===== config.mk =====
export PLATFORM = sky130hd
export DESIGN_NAME = nes_pad_poller
export DESIGN_NICKNAME = d
export VERILOG_FILES = /design/src/rtl/nes_pad_poller_pkg.sv /design/src/rtl/nes_phase_timer.sv /design/src/rtl/nes_pad_poller.sv
export SDC_FILE = /design/constraint.sdc
export NUM_CORES = 1
export LEC_CHECK = 0
export BUFFER_PORTS_ARGS = -buffer_cell sky130_fd_sc_hd__buf_2
export CAP_MARGIN = 20
export CORE_ASPECT_RATIO = 2
export CORE_MARGIN = 2
export CORE_UTILIZATION = 35
export CTS_BUF_LIST = sky130_fd_sc_hd__clkbuf_8
export DETAILED_ROUTE_END_ITERATION = 12
export PLACE_DENSITY = 0.58
export REMOVE_ABC_BUFFERS = 1
export SYNTH_ARGS = -nofsm -noshare
export SYNTH_HDL_FRONTEND = slang
export SYNTH_SLANG_ARGS = --single-unit
export TNS_END_PERCENT = 50

===== constraint.sdc =====
create_clock -name clk -period 2.2 [get_ports clk]
set_input_delay 0.11 -clock clk [delete_from_list [all_inputs] [get_ports clk]]
set_output_delay 0.11 -clock clk [all_outputs]
set_load 0.005 [all_outputs]

===== src/rtl/nes_pad_poller_pkg.sv =====
// Shared definitions for the NES pad poller: FSM encoding, button bit
// positions and the default half-period length.
package nes_pad_poller_pkg;

    localparam int DEFAULT_HALF_CYC = 150;

    localparam int BTN_A      = 0;
    localparam int BTN_B      = 1;
    localparam int BTN_SELECT = 2;
    localparam int BTN_START  = 3;
    localparam int BTN_UP     = 4;
    localparam int BTN_DOWN   = 5;
    localparam int BTN_LEFT   = 6;
    localparam int BTN_RIGHT  = 7;

    typedef enum logic [2:0] {
        ST_IDLE  = 3'd0,
        ST_LATCH = 3'd1,
        ST_LOW   = 3'd2,
        ST_HIGH  = 3'd3,
        ST_DONE  = 3'd4
    } state_e;

endpackage


===== src/rtl/nes_phase_timer.sv =====
// Half-period down-counter: reloads to HALF_CYC-1 on load, stops at zero,
// and flags the terminal count while it sits at zero.
module nes_phase_timer #(
    parameter int HALF_CYC = 150
) (
    input  logic clk,
    input  logic rst_n,
    input  logic load,
    output logic tc
);

    localparam logic [9:0] RELOAD = 10'(HALF_CYC - 1);

    logic [9:0] cnt;

    always_ff @(posedge clk or negedge rst_n) begin
        if (!rst_n) begin
            cnt <= '0;
        end else if (load) begin
            cnt <= RELOAD;
        end else if (cnt != 10'd0) begin
            cnt <= cnt - 10'd1;
        end
    end

    assign tc = (cnt == 10'd0);

endmodule


===== src/rtl/nes_pad_poller.sv =====
// NES controller poller: on a poll request, strobes latch, clocks out eight
// serial bits, and publishes the decoded, active-high button state.
module nes_pad_poller
    import nes_pad_poller_pkg::*;
#(
    parameter int HALF_CYC = DEFAULT_HALF_CYC
) (
    input  logic       clk,
    input  logic       rst_n,
    input  logic       poll,
    input  logic       enable,
    input  logic       nes_data,
    output logic       nes_latch,
    output logic       nes_clk,
    output logic [7:0] buttons,
    output logic       buttons_valid,
    output logic       pad_present,
    output logic       busy,
    output logic       poll_missed
);

    state_e     state, state_nx;
    logic       load;
    logic       tc;
    logic       sample;
    logic       latch_half;
    logic [2:0] pulse_cnt;
    logic [2:0] bit_idx;
    logic [7:0] sh;

    nes_phase_timer #(
        .HALF_CYC (HALF_CYC)
    ) u_timer (
        .clk   (clk),
        .rst_n (rst_n),
        .load  (load),
        .tc    (tc)
    );

    // LATCH spans two half-periods; the timer is reloaded at the midpoint
    // so it never needs to hold more than HALF_CYC-1.
    always_comb begin
        state_nx = state;
        load     = 1'b0;
        sample   = 1'b0;
        case (state)
            ST_IDLE: begin
                load = 1'b1;
                if (poll && enable) state_nx = ST_LATCH;
            end
            ST_LATCH: begin
                if (tc) begin
                    if (!latch_half) begin
                        load = 1'b1;
                    end else begin
                        sample   = 1'b1;
                        state_nx = ST_LOW;
                    end
                end
            end
            ST_LOW: begin
                if (tc) state_nx = ST_HIGH;
            end
            ST_HIGH: begin
                if (tc) begin
                    sample   = 1'b1;
                    state_nx = (pulse_cnt == 3'd6) ? ST_DONE : ST_LOW;
                end
            end
            ST_DONE: begin
                state_nx = ST_IDLE;
            end
            default: begin
                state_nx = ST_IDLE;
            end
        endcase
        if (state_nx != state) load = 1'b1;
    end

    assign bit_idx = (state == ST_LATCH) ? 3'd0 : (pulse_cnt + 3'd1);
    assign busy    = (state != ST_IDLE);

    always_ff @(posedge clk or negedge rst_n) begin
        if (!rst_n) begin
            state      <= ST_IDLE;
            latch_half <= 1'b0;
            pulse_cnt  <= 3'd0;
            sh         <= 8'h00;
        end else begin
            state <= state_nx;

            if (state == ST_LATCH && tc && !latch_half) latch_half <= 1'b1;
            else if (state != ST_LATCH)                 latch_half <= 1'b0;

            if (state == ST_IDLE)        pulse_cnt <= 3'd0;
            else if (state == ST_HIGH && tc) pulse_cnt <= pulse_cnt + 3'd1;

            if (state == ST_IDLE) sh <= 8'h00;
            else if (sample)      sh[bit_idx] <= nes_data;
        end
    end

    // Pad lines are driven from the next state so they line up exactly with
    // the state they belong to while still coming straight off a flop.
    always_ff @(posedge clk or negedge rst_n) begin
        if (!rst_n) begin
            nes_latch     <= 1'b0;
            nes_clk       <= 1'b0;
            buttons       <= 8'h00;
            buttons_valid <= 1'b0;
            pad_present   <= 1'b0;
            poll_missed   <= 1'b0;
        end else begin
            nes_latch     <= (state_nx == ST_LATCH);
            nes_clk       <= (state_nx == ST_HIGH);
            buttons_valid <= (state == ST_DONE);
            poll_missed   <= poll && ((state != ST_IDLE) || !enable);
            // A line stuck low reads as all-pressed; treat it as no pad.
            if (state == ST_DONE) begin
                pad_present <= (sh != 8'h00);
                buttons     <= (sh != 8'h00) ? ~sh : 8'h00;
            end
        end
    end

endmodule

==> metrics.txt, run 1 <==
power per standard cell area 528 nW/um^2; total negative slack 0 ns; r2r startpoint u_timer.cnt[1]; transition time at the pin with the least slew margin 0.851 ns; area of the mapped netlist 1980 um^2; horizontal die dimension 57.2 um; detailed placement HPWL 3720 um; post-synthesis average cell area 9.44 um^2; input/output buffers 18; post-layout min period 2.12 ns; CTS tree yes; diode insertion count for antenna repair 0; largest driver fanout on the critical path 5; peak clock frequency supported by timing 472 MHz; cell at the root of the clock tree sky130_fd_sc_hd__clkbuf_8; largest net degree at the start of global routing 39; antenna violations before repair 0; # H-tree levels 2; cell breakdown of the critical path inv_2, ha_4, or4b_4, or4_4, o2111a_2, o221ai_1; remaining max-slew budget at the tightest pin 43.3%; Setup Skew 0.00803 ns; wire length of the first global-routing pass 8580 um; Starting DRT DRC Count 52; Reg2Reg Setup Slack 0.08 ns; startpoint type of the worst setup path flop; Die Y-Extent 110 um; Top FF cell, synth sky130_fd_sc_hd__dfrtp_1; HP Class primary input to flop; Post-route DRC 0; smallest hold slack 0.00503 ns; required time at the worst-slack endpoint 2.41 ns; Sink Count 38; Worst R2R End u_timer.cnt[4]; placer's final routability congestion estimate 0.796; routed len/inst 16.2 um; Starting Density 36.3%; routing layer with the top usage in global route met2; endpoints failing setup 0; number of hold violations in the final report 0; Worst IR Drop VDD 0.000430 V; clk buf depth 2; DP Area 2250 um^2; outcome complete, no violations; via total after detailed routing 1,713; Total Die Area 6320 um^2; total wire length after detailed routing 4970 um; fraction of layout cells with a size suffix above 1 25.2%; post-CTS clock slew at the launch and capture registers of the worst setup and hold paths 0.08 ns; Slowest cell on crit path sky130_fd_sc_hd__or4b_4; CP arrival 2.33 ns; number of enable flip-flop cells after synthesis 0; category of the most critical setup path flop to flop; post-route standard cell area excluding fillers 2430 um^2; RSZ-0062 raised after global routing no; number of standard cells after synthesis 210; detailed-route vias per instance 5.60; max-slew violation total from the final report 0; end point of the critical path u_timer.cnt[4]; Global Route Usage Sum 17.4%; layout-stage area growth over the synthesis result 22.8%; asr flop ratio synth 100%; TritonRoute pass-1 iters 4; share of the core filled with cells 44.5%; distinct cell type count of the synthesized netlist 48; proportion of synthesized chip area in sequential cells 47.9%; static leakage 1.13 nW; # Max-Cap Violations 0; worst-case reg-to-reg path depth 6; number of buffers inserted during clock tree synthesis 5; FF+latch count, synth 38; Final Cycle Share 96.4%; met1 capacity usage during global routing 16.5%; NumNets Final 253; met2 routing resource usage after global routing 34.3%; core area 5470 um^2; Clk Latency, worst-skew pair 0.29 ns; top-level port count 19; launch point of the worst path u_timer.cnt[1]; setup repair bufs after CTS 0; number of global-route vias before repair 1,837; largest stage delay on the critical path 0.50 ns; Synth warnings 0; type of destination of the critical path flop; GR Layer Usage met3 2.81%; remaining antenna violation count after routing 0; FP Rows 38; overflow left after global routing 0
[synth_stat cells (3+ instances only)]
cell	n	area, um^2
sky130_fd_sc_hd__nand2_1	24	90.1
sky130_fd_sc_hd__and3_1	3	18.8
sky130_fd_sc_hd__o21ai_0	11	55.1
sky130_fd_sc_hd__clkbuf_1	8	30.0
sky130_fd_sc_hd__xnor2_1	3	26.3
sky130_fd_sc_hd__nand3_1	5	25.0
sky130_fd_sc_hd__buf_2	3	15.0
sky130_fd_sc_hd__inv_1	9	33.8
sky130_fd_sc_hd__nand4_1	3	18.8
sky130_fd_sc_hd__a221o_1	8	80.1
sky130_fd_sc_hd__nor3_1	8	40.0
sky130_fd_sc_hd__nor2_1	21	78.8
sky130_fd_sc_hd__mux2i_1	4	40.0
sky130_fd_sc_hd__dfrtp_1	38	951
sky130_fd_sc_hd__a21oi_1	5	25.0
sky130_fd_sc_hd__nor4_1	8	50.1
sky130_fd_sc_hd__a31oi_1	3	18.8
sky130_fd_sc_hd__ha_1	3	37.5
[worst min-delay path by stage]
| stage | from | end | slack [ns] | depth (start not counted) |
|---|---|---|---|---|
| 2_1_floorplan | rst_n | buttons[0] | -0.19 | 0 |
| 3_3_place_gp | rst_n | pad_present | 0.27 | 1 |
| 3_5_place_dp | rst_n | pad_present | 0.27 | 1 |
| 4_1_cts | enable | poll_missed | 0.002 | 2 |
| 5_1_grt | enable | poll_missed | 0.01 | 2 |
| 6_report | enable | poll_missed | 0.005 | 2 |
[cells in the final DEF, fill, tap and decap left out, drive strengths merged, types with 3 or more instances in the layout]
| cell type | instances |
|---|---|
| dfrtp | 38 |
| buf | 38 |
| nand2 | 24 |
| nor2 | 21 |
| o21ai | 11 |
| inv | 9 |
| a221o | 8 |
| clkbuf | 8 |
| nor3 | 8 |
| nor4 | 8 |
| nand3 | 5 |
| a21oi | 5 |
| mux2i | 4 |
| a31oi | 3 |
| nand4 | 3 |
| xnor2 | 3 |
| and3 | 3 |
| ha | 3 |
[timing repair]
action,CTS,global route
endpoints found under the hold margin,38,0
setup endpoints to repair,14,14
pin swaps,4,3
resized for setup,6,8
hold buffers,1,0
[cells by family (layout without fill, tap and decap cells)]
logic type      after synthesis  in the layout  share of synthesized area [%]
buf+inv                      21             57                           4.16
flops                        38             38                           47.9
simple gates                 89             89                           22.6
mux                           4              4                           2.02
compound gates               50             50                           19.2
fa+ha+maj                     3              3                           1.89
xor+xnor                      5              5                           2.21
[final cells by class]
type / count / area [um^2]
Clock buffer: 8 / 110
Inverter: 10 / 37.5
Sequential cell: 38 / 951
Timing Repair Buffer: 39 / 250
Tap cell: 60 / 75.1
Multi-Input combinational cell: 151 / 1010
Fill cell: 518 / 3030
[metal layers]
| metal | vias to the layer above | routed length [um] |
|---|---|---|
| met5 | - | 0 |
| met1 | 836 | 1740 |
| met4 | 0 | 110 |
| met2 | 29 | 3030 |
| met3 | 8 | 94 |
| li1 | 840 | - |
[power by group]
| group | internal (W) | total, W | switching (W) |
|---|---|---|---|
| registers | 0.000699 | 0.000699 | 0.000000197 |
| clock network | 0.000317 | 0.000566 | 0.000250 |
| logic | 0.00000487 | 0.0000202 | 0.0000154 |
[sequential cells by signal, indices dropped and copies added, names as in the netlist, 3 cells and up]
name         cells
buttons          8
pulse_cnt        3
state            3
u_timer.cnt     10
sh               8
[critical path, delay by kind of cell, from the launching register on]
family	cells	cell delay (ns)
AO/OA/AOI/OAI	2	0.49
adder cells (fa/ha/maj)	1	0.14
buffers and inverters	1	0.08
flip-flops	1	0.39
AND/OR/NAND/NOR	2	0.94
[metrics by stage]
stage / setup WS, ns / cells / total power [W]
3_3_place_gp: -0.0290 / 297 / 0.000733
6_report: 0.0792 / 306 / 0.00129
3_5_place_dp: -0.0789 / 297 / 0.000733
5_1_grt: 0.00325 / 306 / 0.00133
4_1_cts: 0.00746 / 306 / 0.00130
2_1_floorplan: -0.351 / 199 / 0.000714
Note: power is estimated with default switching activity, not from simulation.
==> inputs of run 2 (changes only) <==
--- a/config.mk
+++ b/config.mk
@@ -12,6 +12,7 @@
 export CORE_UTILIZATION = 35
 export CTS_BUF_LIST = sky130_fd_sc_hd__clkbuf_8
 export DETAILED_ROUTE_END_ITERATION = 12
+export HOLD_SLACK_MARGIN = 0.15
 export PLACE_DENSITY = 0.58
 export REMOVE_ABC_BUFFERS = 1
 export SYNTH_ARGS = -nofsm -noshare
==> constraint.sdc (replaced) <==
create_clock -name clk -period 2.2 [get_ports clk]
set_input_delay 0.33 -clock clk [delete_from_list [all_inputs] [get_ports clk]]
set_output_delay 0.33 -clock clk [all_outputs]
set_load 0.005 [all_outputs]
==> run 2 against run 1 <==
Effect of this change: via count rose by 0.53%; non-clock buffer count fell by 1; sequential power barely moved; final area fell by 0.41%; critical path type unchanged; worst setup slack barely moved; cell count fell by 0.33%.
==> metrics.txt, run 2 (synthesis results as in run 1) <==
largest net degree at the start of global routing 39 (unchanged); Die Y-Extent 110 um (unchanged); post-layout min period 2.12 ns (+0.000352 ns); FP Rows 38 (unchanged); Reg2Reg Setup Slack 0.08 ns (about the same); fill count 519 (+0.19%); transition time at the pin with the least slew margin 0.850 ns (-0.000781 ns); horizontal die dimension 57.2 um (unchanged); area of the multi-input gates 1010 um^2 (unchanged); # H-tree levels 2 (unchanged); post-CTS clock slew at the launch and capture registers of the worst setup and hold paths 0.08 ns (about the same); Global Route Usage Sum 17.3% (-0.047 points); detailed-route vias per instance 5.65 (+0.85%); cell at the root of the clock tree sky130_fd_sc_hd__clkbuf_8; Total Die Area 6320 um^2 (unchanged); r2r startpoint u_timer.cnt[1]; number of buffers inserted during clock tree synthesis 5 (unchanged); antenna violations before repair 0 (unchanged); Setup Skew 0.00782 ns (-0.000207 ns); # Max-Cap Violations 0 (unchanged); number of hold violations in the final report 0 (unchanged); peak clock frequency supported by timing 471 MHz (about the same); category of the most critical setup path flop to flop; largest driver fanout on the critical path 5 (unchanged); Clk Latency, worst-skew pair 0.30 ns (about the same); Starting DRT DRC Count 52 (unchanged); number of global-route vias before repair 1,825 (-0.65%); via total after detailed routing 1,722 (+0.53%); worst-case reg-to-reg path depth 6 (unchanged); commonest non-fill, non-tap cell in the layout sky130_fd_sc_hd__dfrtp_1; placer's final routability congestion estimate 0.796 (unchanged); RSZ-0062 raised after global routing no; DP Area 2250 um^2 (unchanged); Post-route DRC 0 (unchanged); wire length of the first global-routing pass 8550 um (-0.31%); setup repair bufs after CTS 0 (unchanged); startpoint type of the worst setup path flop; core area 5470 um^2 (unchanged); layout-stage area growth over the synthesis result 22.3%; detailed placement HPWL 3720 um (unchanged); type of destination of the critical path flop; routed len/inst 16.3 um (+0.53%); post-route standard cell area excluding fillers 2420 um^2 (-0.41%); CTS tree yes; registers with the most flip-flops u_timer.cnt (10), buttons (8), sh (8); endpoints failing setup 0 (unchanged); top-level port count 19 (unchanged); Worst IR Drop VDD 0.000431 V (+0.15%); fraction of layout cells with a size suffix above 1 25.3% (+0.10 points); TritonRoute pass-1 iters 4 (unchanged); NumNets Final 252 (-0.40%); required time at the worst-slack endpoint 2.41 ns (about the same); share of the core filled with cells 44.3% (-0.18 points); Final Cycle Share 96.4% (about the same); Sequential Area 951 um^2 (unchanged); power per standard cell area 530 nW/um^2 (+0.33%); clk buf depth 2 (unchanged); HP Class primary input to asynchronous set/reset pin; remaining max-slew budget at the tightest pin 43.3% (+0.052 points); smallest hold slack 0.140 ns (+0.135 ns); input/output buffers 18 (unchanged); overflow left after global routing 0 (unchanged); static leakage 1.12 nW (-0.37%); outcome complete, no violations; max reg flops 10 (unchanged); Final Non-Filler Cells 305 (-0.33%); Worst R2R End u_timer.cnt[4]; Sink Count 38 (unchanged); Post-CTS Hold Buffers 0 (-1); diode insertion count for antenna repair 0 (unchanged); most frequent cells in the layout 38 x sky130_fd_sc_hd__dfrtp_1, 24 x sky130_fd_sc_hd__nand2_1, 21 x sky130_fd_sc_hd__nor2_1, 20 x sky130_fd_sc_hd__buf_4, 18 x sky130_fd_sc_hd__buf_2; dpl cells 297 (unchanged); remaining antenna violation count after routing 0 (unchanged); total wire length after detailed routing 4980 um (+0.20%); CP arrival 2.33 ns (about the same); register with the most flip-flops u_timer.cnt; max-slew violation total from the final report 0 (unchanged); Starting Density 36.3% (unchanged)
[run 2: stage by stage]
step | setup WS [ns] | power [W] | TNS (ns)
2_1_floorplan | -0.351 | 0.000714 | -2.66
3_3_place_gp | -0.0290 | 0.000733 | -0.118
3_5_place_dp | -0.0789 | 0.000733 | -0.570
4_1_cts | 0.00746 | 0.00130 | 0
5_1_grt | 0.00325 | 0.00132 | 0
6_report | 0.0788 | 0.00128 | 0
[run 2: worst max-delay path by stage]
stage	from	endpoint	slack [ns]	cells after the start
CTS	u_timer.cnt[1]	u_timer.cnt[4]	0.007	8
floorplan	u_timer.cnt[0]	pulse_cnt[2]	-0.35	6
global route	u_timer.cnt[1]	u_timer.cnt[2]	0.003	6
detailed placement	u_timer.cnt[0]	u_timer.cnt[4]	-0.08	6
finish	u_timer.cnt[1]	u_timer.cnt[4]	0.08	6
global placement	u_timer.cnt[0]	u_timer.cnt[4]	-0.03	6
[run 2: routing by layer]
| layer | track usage (%) | wire, um |
|---|---|---|
| met1 | 16.5 | 1720 |
| met2 | 34.2 | 3030 |
| met3 | 2.81 | 122 |
| met4 | 7.29 | 110 |
| met5 | 0 | 0 |
[run 2: timing repair]
item / CTS / global route
endpoints found under the hold margin: 0 / 0
endpoints found under the setup margin: 14 / 14
resized for setup: 6 / 8
pin swaps: 4 / 3
[run 2: area by class of cell]
cell class / instances / area share [%]
Tap cell: 60 / 3.10
Sequential cell: 38 / 39.2
Timing Repair Buffer: 38 / 9.91
Clock buffer: 8 / 4.54
Multi-Input combinational cell: 151 / 41.7
Inverter: 10 / 1.55
[run 2: where the power goes]
part	leakage [nW]	switching (W)	total, W	internal (W)
Combinational	0.568	0.0000151	0.0000189	0.00000374
Clock	0.0575	0.000250	0.000567	0.000317
Sequential	0.499	0.000000197	0.000699	0.000699
[run 2: worst max-delay path: stages (launching register included)]
cell and delay, ns:
sky130_fd_sc_hd__dfrtp_1 0.39, sky130_fd_sc_hd__inv_2 0.08, sky130_fd_sc_hd__ha_4 0.14, sky130_fd_sc_hd__or4b_4 0.50
sky130_fd_sc_hd__or4_4 0.44, sky130_fd_sc_hd__o2111a_2 0.31, sky130_fd_sc_hd__o221ai_1 0.18
